**src/rtl/axi_read_arbiter.sv**
```systemverilog
// Two-master round-robin arbiter for one AXI read port (AR/R).
// One burst in flight; sticky flag when rlast disagrees with arlen.
module axi_read_arbiter #(
    parameter int ADDRESS_WIDTH = 8,
    parameter int DATA_WIDTH    = 32
) (
    input  logic                       aclk,
    input  logic                       aresetn,
    input  logic [2*ADDRESS_WIDTH-1:0] m_araddr,
    input  logic [15:0]                m_arlen,
    input  logic [5:0]                 m_arsize,
    input  logic [3:0]                 m_arburst,
    input  logic [1:0]                 m_arvalid,
    output logic [1:0]                 m_arready,
    output logic [2*DATA_WIDTH-1:0]    m_rdata,
    output logic [3:0]                 m_rresp,
    output logic [1:0]                 m_rlast,
    output logic [1:0]                 m_rvalid,
    input  logic [1:0]                 m_rready,
    output logic [ADDRESS_WIDTH-1:0]   s_araddr,
    output logic [7:0]                 s_arlen,
    output logic [2:0]                 s_arsize,
    output logic [1:0]                 s_arburst,
    output logic                       s_arvalid,
    input  logic                       s_arready,
    input  logic [DATA_WIDTH-1:0]      s_rdata,
    input  logic [1:0]                 s_rresp,
    input  logic                       s_rlast,
    input  logic                       s_rvalid,
    output logic                       s_rready,
    output logic                       len_err
);

    typedef enum logic [1:0] {IDLE, ADDR, DATA} state_e;

    state_e     state_q, state_d;
    logic       grant_q, grant_d;
    logic       last_grant_q, last_grant_d;
    logic [8:0] cnt_q, cnt_d;
    logic [7:0] len_q, len_d;
    logic       len_err_q, len_err_d;

    always_ff @(posedge aclk or negedge aresetn) begin
        if (!aresetn) begin
            state_q      <= IDLE;
            grant_q      <= 1'b0;
            last_grant_q <= 1'b1;
            cnt_q        <= 9'd0;
            len_q        <= 8'd0;
            len_err_q    <= 1'b0;
        end else begin
            state_q      <= state_d;
            grant_q      <= grant_d;
            last_grant_q <= last_grant_d;
            cnt_q        <= cnt_d;
            len_q        <= len_d;
            len_err_q    <= len_err_d;
        end
    end

    // AR fields follow the registered grant; only s_arvalid qualifies them
    assign s_araddr  = grant_q ? m_araddr[2*ADDRESS_WIDTH-1:ADDRESS_WIDTH]
                               : m_araddr[ADDRESS_WIDTH-1:0];
    assign s_arlen   = grant_q ? m_arlen[15:8]  : m_arlen[7:0];
    assign s_arsize  = grant_q ? m_arsize[5:3]  : m_arsize[2:0];
    assign s_arburst = grant_q ? m_arburst[3:2] : m_arburst[1:0];

    assign m_rdata = {2{s_rdata}};
    assign m_rresp = {2{s_rresp}};
    assign m_rlast = {2{s_rlast}};
    assign len_err = len_err_q;

    always_comb begin
        state_d      = state_q;
        grant_d      = grant_q;
        last_grant_d = last_grant_q;
        cnt_d        = cnt_q;
        len_d        = len_q;
        len_err_d    = len_err_q;
        s_arvalid    = 1'b0;
        m_arready    = 2'b00;
        m_rvalid     = 2'b00;
        s_rready     = 1'b0;

        unique case (state_q)
            IDLE: begin
                if (|m_arvalid) begin
                    grant_d = (&m_arvalid) ? ~last_grant_q : m_arvalid[1];
                    state_d = ADDR;
                end
            end
            ADDR: begin
                s_arvalid          = m_arvalid[grant_q];
                m_arready[grant_q] = s_arready;
                if (m_arvalid[grant_q] && s_arready) begin
                    len_d   = s_arlen;
                    cnt_d   = 9'd0;
                    state_d = DATA;
                end
            end
            DATA: begin
                m_rvalid[grant_q] = s_rvalid;
                s_rready          = m_rready[grant_q];
                if (s_rvalid && m_rready[grant_q]) begin
                    // saturate so a runaway burst cannot wrap back to a match
                    if (cnt_q != 9'h1FF) cnt_d = cnt_q + 9'd1;
                    if (s_rlast) begin
                        if (cnt_q != {1'b0, len_q}) len_err_d = 1'b1;
                        last_grant_d = grant_q;
                        state_d      = IDLE;
                    end else if (cnt_q >= {1'b0, len_q}) begin
                        len_err_d = 1'b1;
                    end
                end
            end
            default: state_d = IDLE;
        endcase
    end

endmodule

```
**config.mk**
```make
export PLATFORM = sky130hd
export DESIGN_NAME = axi_read_arbiter
export DESIGN_NICKNAME = d
export VERILOG_FILES = /design/src/rtl/axi_read_arbiter.sv
export SDC_FILE = /design/constraint.sdc
export NUM_CORES = 1
export LEC_CHECK = 0
export CAP_MARGIN = 30
export CORE_ASPECT_RATIO = 1.75
export CORE_MARGIN = 10
export CORE_UTILIZATION = 32
export DETAILED_ROUTE_END_ITERATION = 10
export GPL_ROUTABILITY_DRIVEN = 0
export MAX_ROUTING_LAYER = met4
export PLACE_DENSITY = 0.9
export SETUP_SLACK_MARGIN = 0.2
export SYNTH_ARGS = -nofsm -noshare
export SYNTH_HDL_FRONTEND = slang
export SYNTH_SLANG_ARGS = --single-unit
```
**constraint.sdc**
```tcl
create_clock -name aclk -period 2.8 [get_ports aclk]
set_input_delay 0.56 -clock aclk [delete_from_list [all_inputs] [get_ports aclk]]
set_output_delay 0.56 -clock aclk [all_outputs]
set_load 0.02 [all_outputs]
```
# --- Word level (Yosys, flattened, before mapping) ---
# Cells that the tools add are included.
classes:
  add_sub_neg: 1
  bitwise_logic: 3
  mux: 27
  n_reduce_logical: 14
  n_eq_ne: 10
  div: 0
  magnitude_cmp: 3
  multipliers: 0
  shift: 0
op_table:
  columns: ["cell", "n"]
  rows:
  - ["$mux W9", 3]
  - ["$pmux W9 S2", 1]
  - ["$mux W8", 2]
  - ["$mux W2", 7]
  - ["$reduce_and A4 Y1", 3]
  - ["$mux W1", 11]
  - ["$ne A2 B2 Y1 const B", 5]
  - ["$add A9 B1 Y9 const B", 1]
  - ["$ge A9 B8 Y1", 1]
  - ["$ne A9 B8 Y1", 1]
  - ["$ne A9 B9 Y1 const B", 1]
  - ["$pmux W2 S3", 1]
  - ["$reduce_and A2 Y1", 3]
  - ["$and A2 B2 Y2", 2]
  - ["$reduce_bool A2 Y1", 2]
  - ["$logic_and A1 B1 Y1", 3]
  - ["$mux W3", 1]
  - ["$reduce_and A3 Y1", 1]
  - ["$eq A2 B1 Y1 const B", 1]
  - ["$eq A2 B2 Y1 const B", 1]
  - ["$logic_not A2 Y1", 1]
  - ["$lt A1 B2 Y1 const B", 1]
  - ["$ne A2 B1 Y1 const B", 1]
  - ["$reduce_or A2 Y1", 1]
  - ["3 further kinds", 3]
totals:
  mem_count: 0
  out_inout_bits: 98
  romBits: 0
  latchBits: 0
  mem_bits_rw: 0
  reg_bits: 22
  in_bits: 85
  wordCells: 64

# --- Logic depth before layout (Yosys ltp) ---
# Gate-level depths: netlist of the first run.
depth:
  depth_word: 6
  ltp_mapped: 7
  ltp_nobuf: 7

# --- Least setup slack after synthesis of the first run ---
# No wires, ideal clock.
synth_timing:
  path_type: "register to register"
  startpoint: "register cnt_q[2]"
  endpoint: "register cnt_q[0]"
  setup_slack_ns: 0.818
  path_stages_with_launch: 8
  required_time_ns: 2.682
  arrival_ns: 1.864
  period_less_slack_ns: 1.982
  setup_time_ns: 0.118
  path_buffers: 0
  path_cell_list: "dfrtp_1 -> and3_1 -> and2_1 -> and4_1 -> ha_1 -> nor3_1 -> nor3_1 -> a21o_1"
synth_between:
  elab_chain_cells: 3
synth_rtl:
  columns: ["item", "line", "text"]
  rows:
  - ["start: declaration", "39", "logic [8:0] cnt_q, cnt_d;"]
  - ["start signal: assignment", "55", "cnt_q <= cnt_d;"]
  - ["$ne A9 B9 Y1", "106", "if (cnt_q != 9'h1FF) cnt_d = cnt_q + 9'd1;"]
  - ["$ne A2 B2 Y1 (no source line)", null, null]
  - ["$reduce_and A4 Y1 (no source line)", null, null]
# No other way between the ends.
# A chain may end at the register's enable or synchronous reset.

# --- Worst setup path after layout of the first run ---
layout_timing:
  startpoint: "input port s_arready"
  endpoint: "output port m_arready[1]"
layout_between:
  elab_chain_cells: 2
layout_rtl:
  columns: ["item", "line", "text"]
  rows:
  - ["start: declaration", "25", "input logic s_arready,"]
  - ["$and A2 B2 Y2 (no source line)", null, null]
  - ["$mux W2", "85", "unique case (state_q)"]
  - ["end: declaration", "14", "output logic [1:0] m_arready,"]
# No other way between the ends.

==> results of run 1 <==
[flip-flops by register name, summed over array words and instances, names as in the netlist]
name          flops
grant_q           1
state_q           2
len_err           1
len_q             8
last_grant_q      1
cnt_q             9
[power by group through the flow]
stage	Clock, W	Sequential (W)	Combinational, W
4_1_cts	0.000233	0.000491	0.00115
5_1_grt	0.000244	0.000506	0.00122
3_5_place_dp	0	0.000498	0.00115
6_report	0.000226	0.000494	0.00114
3_3_place_gp	0	0.000492	0.00112
2_1_floorplan	0	0.000474	0.000831
[critical path, stage by stage]
cell and delay, ns:
clkdlybuf4s50_1 0.48, and3b_1 0.21, and2_1 0.15, clkdlybuf4s50_1 0.62
[what timing repair did]
item | CTS | global route
pin swaps | 0 | 0
hold buffers | 0 | 0
gates cloned | 0 | 0
hold endpoints to repair | 0 | 0
endpoints found under the setup margin | 1 | 9
gates resized for setup | 1 | 2
[how the worst max path moves through the flow]
| stage | slack, ns | end | cells past startpoint | start |
|---|---|---|---|---|
| floorplan | 0.82 | cnt_q[0]$_DFFE_PN0P_ | 7 | cnt_q[2]$_DFFE_PN0P_ |
| global placement | 0.21 | s_arvalid | 4 | m_arvalid[0] |
| detailed placement | 0.20 | s_arvalid | 4 | m_arvalid[0] |
| CTS | 0.20 | s_arlen[5] | 3 | grant_q$_DFFE_PN0P_ |
| global route | 0.21 | m_arready[1] | 4 | s_arready |
| finish | 0.22 | m_arready[1] | 4 | s_arready |
[logic make-up after synthesis]
family | count (synthesis) | synth area share [%]
AOI/OAI and AO/OA | 25 | 8.00
DFF | 22 | 26.5
and+or+nand+nor | 55 | 14.9
adders and majority gates | 10 | 6.02
buffers and inverters | 88 | 29.1
muxes | 27 | 15.0
xor gates and xnor gates | 1 | 0.421
[metal layers]
metal / GRT usage (%) / vias to the layer above / routed length [microns] / share of wire [%]
met5: - / - / 0 / 0
met2: 20.8 / 58 / 3210 / 56
met1: 9.08 / 745 / 1680 / 30
met4: 7.88 / 0 / 306 / 5.4
met3: 2.55 / 54 / 491 / 8.6
li1: - / 740 / - / -
[per-stage QoR]
step	instance area, sq um	util [%]
floorplan	2080	-
global placement	2470	39.4
detailed placement	2470	39.4
CTS	2520	40.2
global route	2530	40.3
finish	2530	40.3
[layout by cell type, fill, tap and decap left out, types with 2 or more instances in the layout]
cell | Yosys | routed
ha_1 | 10 | 10
nor2b_1 | 3 | 3
nand2_1 | 24 | 24
nor2_1 | 4 | 4
buf_4 | 70 | 6
mux2_2 | 24 | 24
and2_1 | 3 | 3
inv_1 | 13 | 13
dfrtp_1 | 21 | 20
nor3_1 | 4 | 4
nand3_1 | 2 | 2
a21oi_1 | 4 | 4
and3b_1 | 2 | 2
mux2i_1 | 2 | 2
a211o_1 | 3 | 3
o21ai_0 | 10 | 10
clkdlybuf4s50_1 | 0 | 78
nand4_1 | 4 | 4
and3_1 | 3 | 3
clkbuf_8 | 0 | 4
[final cells by class]
class | instances | area [sq um]
tap | 80 | 100
clock buffer | 4 | 55.1
fill | 614 | 3750
sequential | 22 | 553
timing repair buffer | 86 | 847
inverter | 13 | 48.8
multi-input combinational | 118 | 923
==> results.json, run 1 <==
{
  "power_frac_seq_pct": 26.6,
  "portBuffers": 80,
  "final_nets": 339,
  "ant_nets": 0,
  "antenna_found_initial": 0,
  "fin_crit_ns": 2.58,
  "skew_ns": 0.00205,
  "report.final.slew_viol_count": 0,
  "hold_path.class": "reg -> reg",
  "totalPowerFinal_w": 0.00186,
  "layout_setup_ws_ns": 0.220,
  "grt_pass1_vias": 1751,
  "via_per_inst": 4.94,
  "p_int_w": 0.00111,
  "p_leak_nw": 1.08,
  "initial_core_util_pct": 33.1,
  "syn_area_per_cell_sq_um": 9.12,
  "fin_setup_tns_ns": 0,
  "irDropWorstVdd_mv": 0.233,
  "synthArstFlopShare_pct": 100,
  "std_cell_rows": 38,
  "synth_ff_type": "dfrtp_1",
  "die_h_microns": 127,
  "syn2layout_area_growth_pct": 21.5,
  "setup_viol": 0,
  "post-route-drc-count": 0,
  "wl_per_cell_microns": 17.6,
  "drtIter0Drc": 32,
  "dieArea_sq_um": 10200,
  "cts_tree": "done",
  "rsz0062_at_grt": "no",
  "grt_max_degree": 23,
  "drv_cap": 0,
  "synth-edff-count": 0,
  "fmax_ghz": 0.388,
  "place_ws_ns": 0.196,
  "swShare_pct": 40.2,
  "netlist_instances": 228,
  "synthTopCellsByArea": "buf_4 (25%), dfrtp_1 (25%), mux2_2 (13%)",
  "diodes": 0,
  "r2r_cells": 7,
  "wl_microns": 5690,
  "ys_seq_area_share_pct": 26.5,
  "fin_crit_sh_pct": 92.1,
  "fin_cells": 323,
  "cp_max_fo": 4,
  "ys_warn_count": 0,
  "yosysMostFrequentCell": "buf_4",
  "power_density_nw_per_um2": 734,
  "routed-via-count": 1597,
  "clkSlewWorstSetupHoldPaths_ns": 0.07,
  "synth_top_area_share_pct": 25.3,
  "hold_end": "len_err$_DFFE_PN0P_",
  "place_inst": 319,
  "coreArea_sq_um": 6280,
  "slew_headroom_pct": 63.4,
  "worstSkewPairLatency_ns": 0.26,
  "yosys.area.top_type": "buf_4",
  "grt_overflow_total": 0,
  "cts_sinks": 22,
  "end_kind": "output pin",
  "reg2reg_to": "cnt_q[7]$_DFFE_PN0P_",
  "crit_type": "in -> out",
  "switchingPower_w": 0.000745,
  "cts_max_path_buffers": 2,
  "cp.arrival_ns": 2.02,
  "status": "finished clean",
  "layout-drive-gt1-share_pct": 16.0,
  "final-hold-violation-count": 0,
  "synth_common_cells": "buf_4 (70), mux2_2 (24), nand2_1 (24)",
  "reg2reg_slack_ns": 0.57,
  "synth.distinct_cells": 38,
  "dr.pass1.iters": 4,
  "holdPathStages": 2,
  "synth_area_sq_um": 2080,
  "htree_levels": 1,
  "required_ns": 2.24,
  "combPwrFrac_pct": 61.2,
  "die_w_microns": 80.9,
  "synth_nets": 323,
  "setup.worst_path.start_class": "input pin",
  "holdWs_ns": 0.495,
  "io_pins": 183,
  "ys_ff_latch": 22,
  "grt_first_pass_wirelength_microns": 8810,
  "post-cts-setup-buffer-count": 0,
  "timing.rr.start": "cnt_q[2]$_DFFE_PN0P_",
  "max_slew.worst_pin.slew_ns": 0.545,
  "hp-start": "len_err$_DFFE_PN0P_",
  "grt_util_all_layers_pct": 11.2,
  "clkPwrFrac_pct": 12.2,
  "place_hpwl_microns": 4750,
  "clockRootBuffer": "clkbuf_8",
  "cts_buffers": 3
}
(Power assumes the default switching activity.)
==> inputs of run 2 (changes only) <==
--- a/config.mk
+++ b/config.mk
@@ -6,7 +6,7 @@
 export NUM_CORES = 1
 export LEC_CHECK = 0
 export CAP_MARGIN = 30
-export CORE_ASPECT_RATIO = 1.75
+export CORE_ASPECT_RATIO = 0.75
 export CORE_MARGIN = 10
 export CORE_UTILIZATION = 32
 export DETAILED_ROUTE_END_ITERATION = 10
@@ -17,3 +17,4 @@
 export SYNTH_ARGS = -nofsm -noshare
 export SYNTH_HDL_FRONTEND = slang
 export SYNTH_SLANG_ARGS = --single-unit
+export TNS_END_PERCENT = 5
==> run 2 against run 1 <==
  * Final area grew 0.69%
  * Critical path depth is the same
  * Total power grew 2.5%
  * Global-route usage shrank 1.3 points
  * Hold slack lost 0.017 ns
  * Critical path type unchanged
==> results.json, run 2 (synthesized netlist as in run 1, its figures left out) <==
{
  "status": "finished clean",
  "place_hpwl_microns": 4360,
  "cts_buffers": 3,
  "diodes": 0,
  "cp_max_fo": 4,
  "reg2reg_slack_ns": 0.56,
  "ant_nets": 0,
  "worstSkewPairLatency_ns": 0.26,
  "wl_microns": 5120,
  "via_per_inst": 4.75,
  "antenna_found_initial": 0,
  "cts_max_path_buffers": 2,
  "place_inst": 320,
  "io_pins": 183,
  "layout_common_cells": "clkdlybuf4s50_1 (79), mux2_2 (24), nand2_1 (24), dfrtp_1 (21), inv_1 (13)",
  "largest_register": "cnt_q",
  "p_leak_nw": 1.08,
  "grt_first_pass_wirelength_microns": 8300,
  "setup_viol": 0,
  "dr.pass1.iters": 4,
  "wl_per_cell_microns": 15.8,
  "grt_util_all_layers_pct": 9.92,
  "crit_type": "in -> out",
  "clkSlewWorstSetupHoldPaths_ns": 0.08,
  "initial_core_util_pct": 32.9,
  "power_density_nw_per_um2": 747,
  "fmax_ghz": 0.389,
  "grt_pass1_vias": 1572,
  "fin_crit_sh_pct": 91.7,
  "htree_levels": 1,
  "max_slew.worst_pin.slew_ns": 0.570,
  "cts_sinks": 22,
  "required_ns": 2.24,
  "slew_headroom_pct": 61.7,
  "combPwrFrac_pct": 58.9,
  "drtIter0Drc": 96,
  "power_frac_seq_pct": 25.5,
  "routed-via-count": 1539,
  "fin_setup_tns_ns": 0,
  "cts_tree": "done",
  "post-cts-setup-buffer-count": 0,
  "final-hold-violation-count": 0,
  "fin_cells": 324,
  "irDropWorstVdd_mv": 0.271,
  "final_common_cell": "clkdlybuf4s50_1",
  "report.final.slew_viol_count": 0,
  "portBuffers": 80,
  "p_int_w": 0.00118,
  "dieArea_sq_um": 10200,
  "cp.arrival_ns": 2.01,
  "coreArea_sq_um": 6320,
  "setup.worst_path.start_class": "input pin",
  "die_h_microns": 89.8,
  "largest_reg_flops": 9,
  "fin_crit_ns": 2.57,
  "grt_overflow_total": 0,
  "skew_ns": 0.00332,
  "drv_cap": 0,
  "syn2layout_area_growth_pct": 22.4,
  "final_nets": 339,
  "top_regs": "cnt_q x9, len_q x8, state_q x2",
  "die_w_microns": 113,
  "swShare_pct": 38.0,
  "switchingPower_w": 0.000723,
  "post-route-drc-count": 0,
  "end_kind": "output pin",
  "hold_path.class": "reg -> reg",
  "clkPwrFrac_pct": 15.7,
  "std_cell_rows": 25,
  "hold_buffers": 0,
  "grt_max_degree": 23,
  "clockRootBuffer": "clkbuf_8",
  "layout-drive-gt1-share_pct": 15.6,
  "rsz0062_at_grt": "yes"
}
run 2: per-layer routing:
| metal | wire length (microns) | track usage [%] | up-vias |
|---|---|---|---|
| met2 | 2360 | 15.8 | 64 |
| met4 | 66 | 2.43 | 0 |
| met1 | 2130 | 11.3 | 725 |
| met5 | 0 | - | - |
| met3 | 564 | 4.18 | 12 |
| li1 | - | - | 738 |
run 2: power by group through the flow:
stage / logic (W) / registers, W / clock network, W
floorplan: 0.000831 / 0.000474 / 0
global placement: 0.00111 / 0.000488 / 0
detailed placement: 0.00114 / 0.000488 / 0
CTS: 0.00113 / 0.000483 / 0.000302
global route: 0.00122 / 0.000497 / 0.000318
finish: 0.00112 / 0.000484 / 0.000298
run 2: worst paths after layout:
| kind | start | endpoint | cells past startpoint |
|---|---|---|---|
| worst max-delay path | s_arready | m_arready[0] | 4 |
| worst min-delay path | len_err$_DFFE_PN0P_ | len_err$_DFFE_PN0P_ | 2 |
| worst max register to register | cnt_q[2]$_DFFE_PN0P_ | cnt_q[0]$_DFFE_PN0P_ | 7 |
| worst min register to register | len_err$_DFFE_PN0P_ | len_err$_DFFE_PN0P_ | 2 |
| max in group asynchronous | aresetn | last_grant_q$_DFFE_PN1P_ | 2 |
| min in group asynchronous | aresetn | cnt_q[7]$_DFFE_PN0P_ | 2 |
run 2: metrics by stage:
step	setup slack (ns)	utilization (%)	hold WS, ns	power (W)	instance area (sq um)
6_report	0.231	40.3	0.478	0.00190	2540
4_1_cts	0.224	40.2	0.486	0.00192	2540
2_1_floorplan	0.818	-	0.264	0.00131	2080
3_3_place_gp	0.212	39.1	0.459	0.00159	2470
5_1_grt	0.170	40.3	0.513	0.00203	2540
3_5_place_dp	0.177	39.1	0.467	0.00163	2470
run 2: what timing repair did:
action | in CTS | in global routing
setup endpoints to repair | 1 | 10
pin swaps | 0 | 0
gates resized for setup | 1 | 1
run 2: layout make-up:
cell class	count	area [sq um]
Inverter	13	48.8
Tap cell	81	101
Fill cell	614	3770
Clock buffer	3	41.3
Multi-Input combinational cell	118	923
Sequential cell	22	552
Timing Repair Buffer	86	848
Clock inverter	1	30.0
run 2: critical path: stages:
cell             delay, ns
clkdlybuf4s50_1       0.49
and3b_1               0.21
nor2b_1               0.13
clkdlybuf4s50_1       0.61
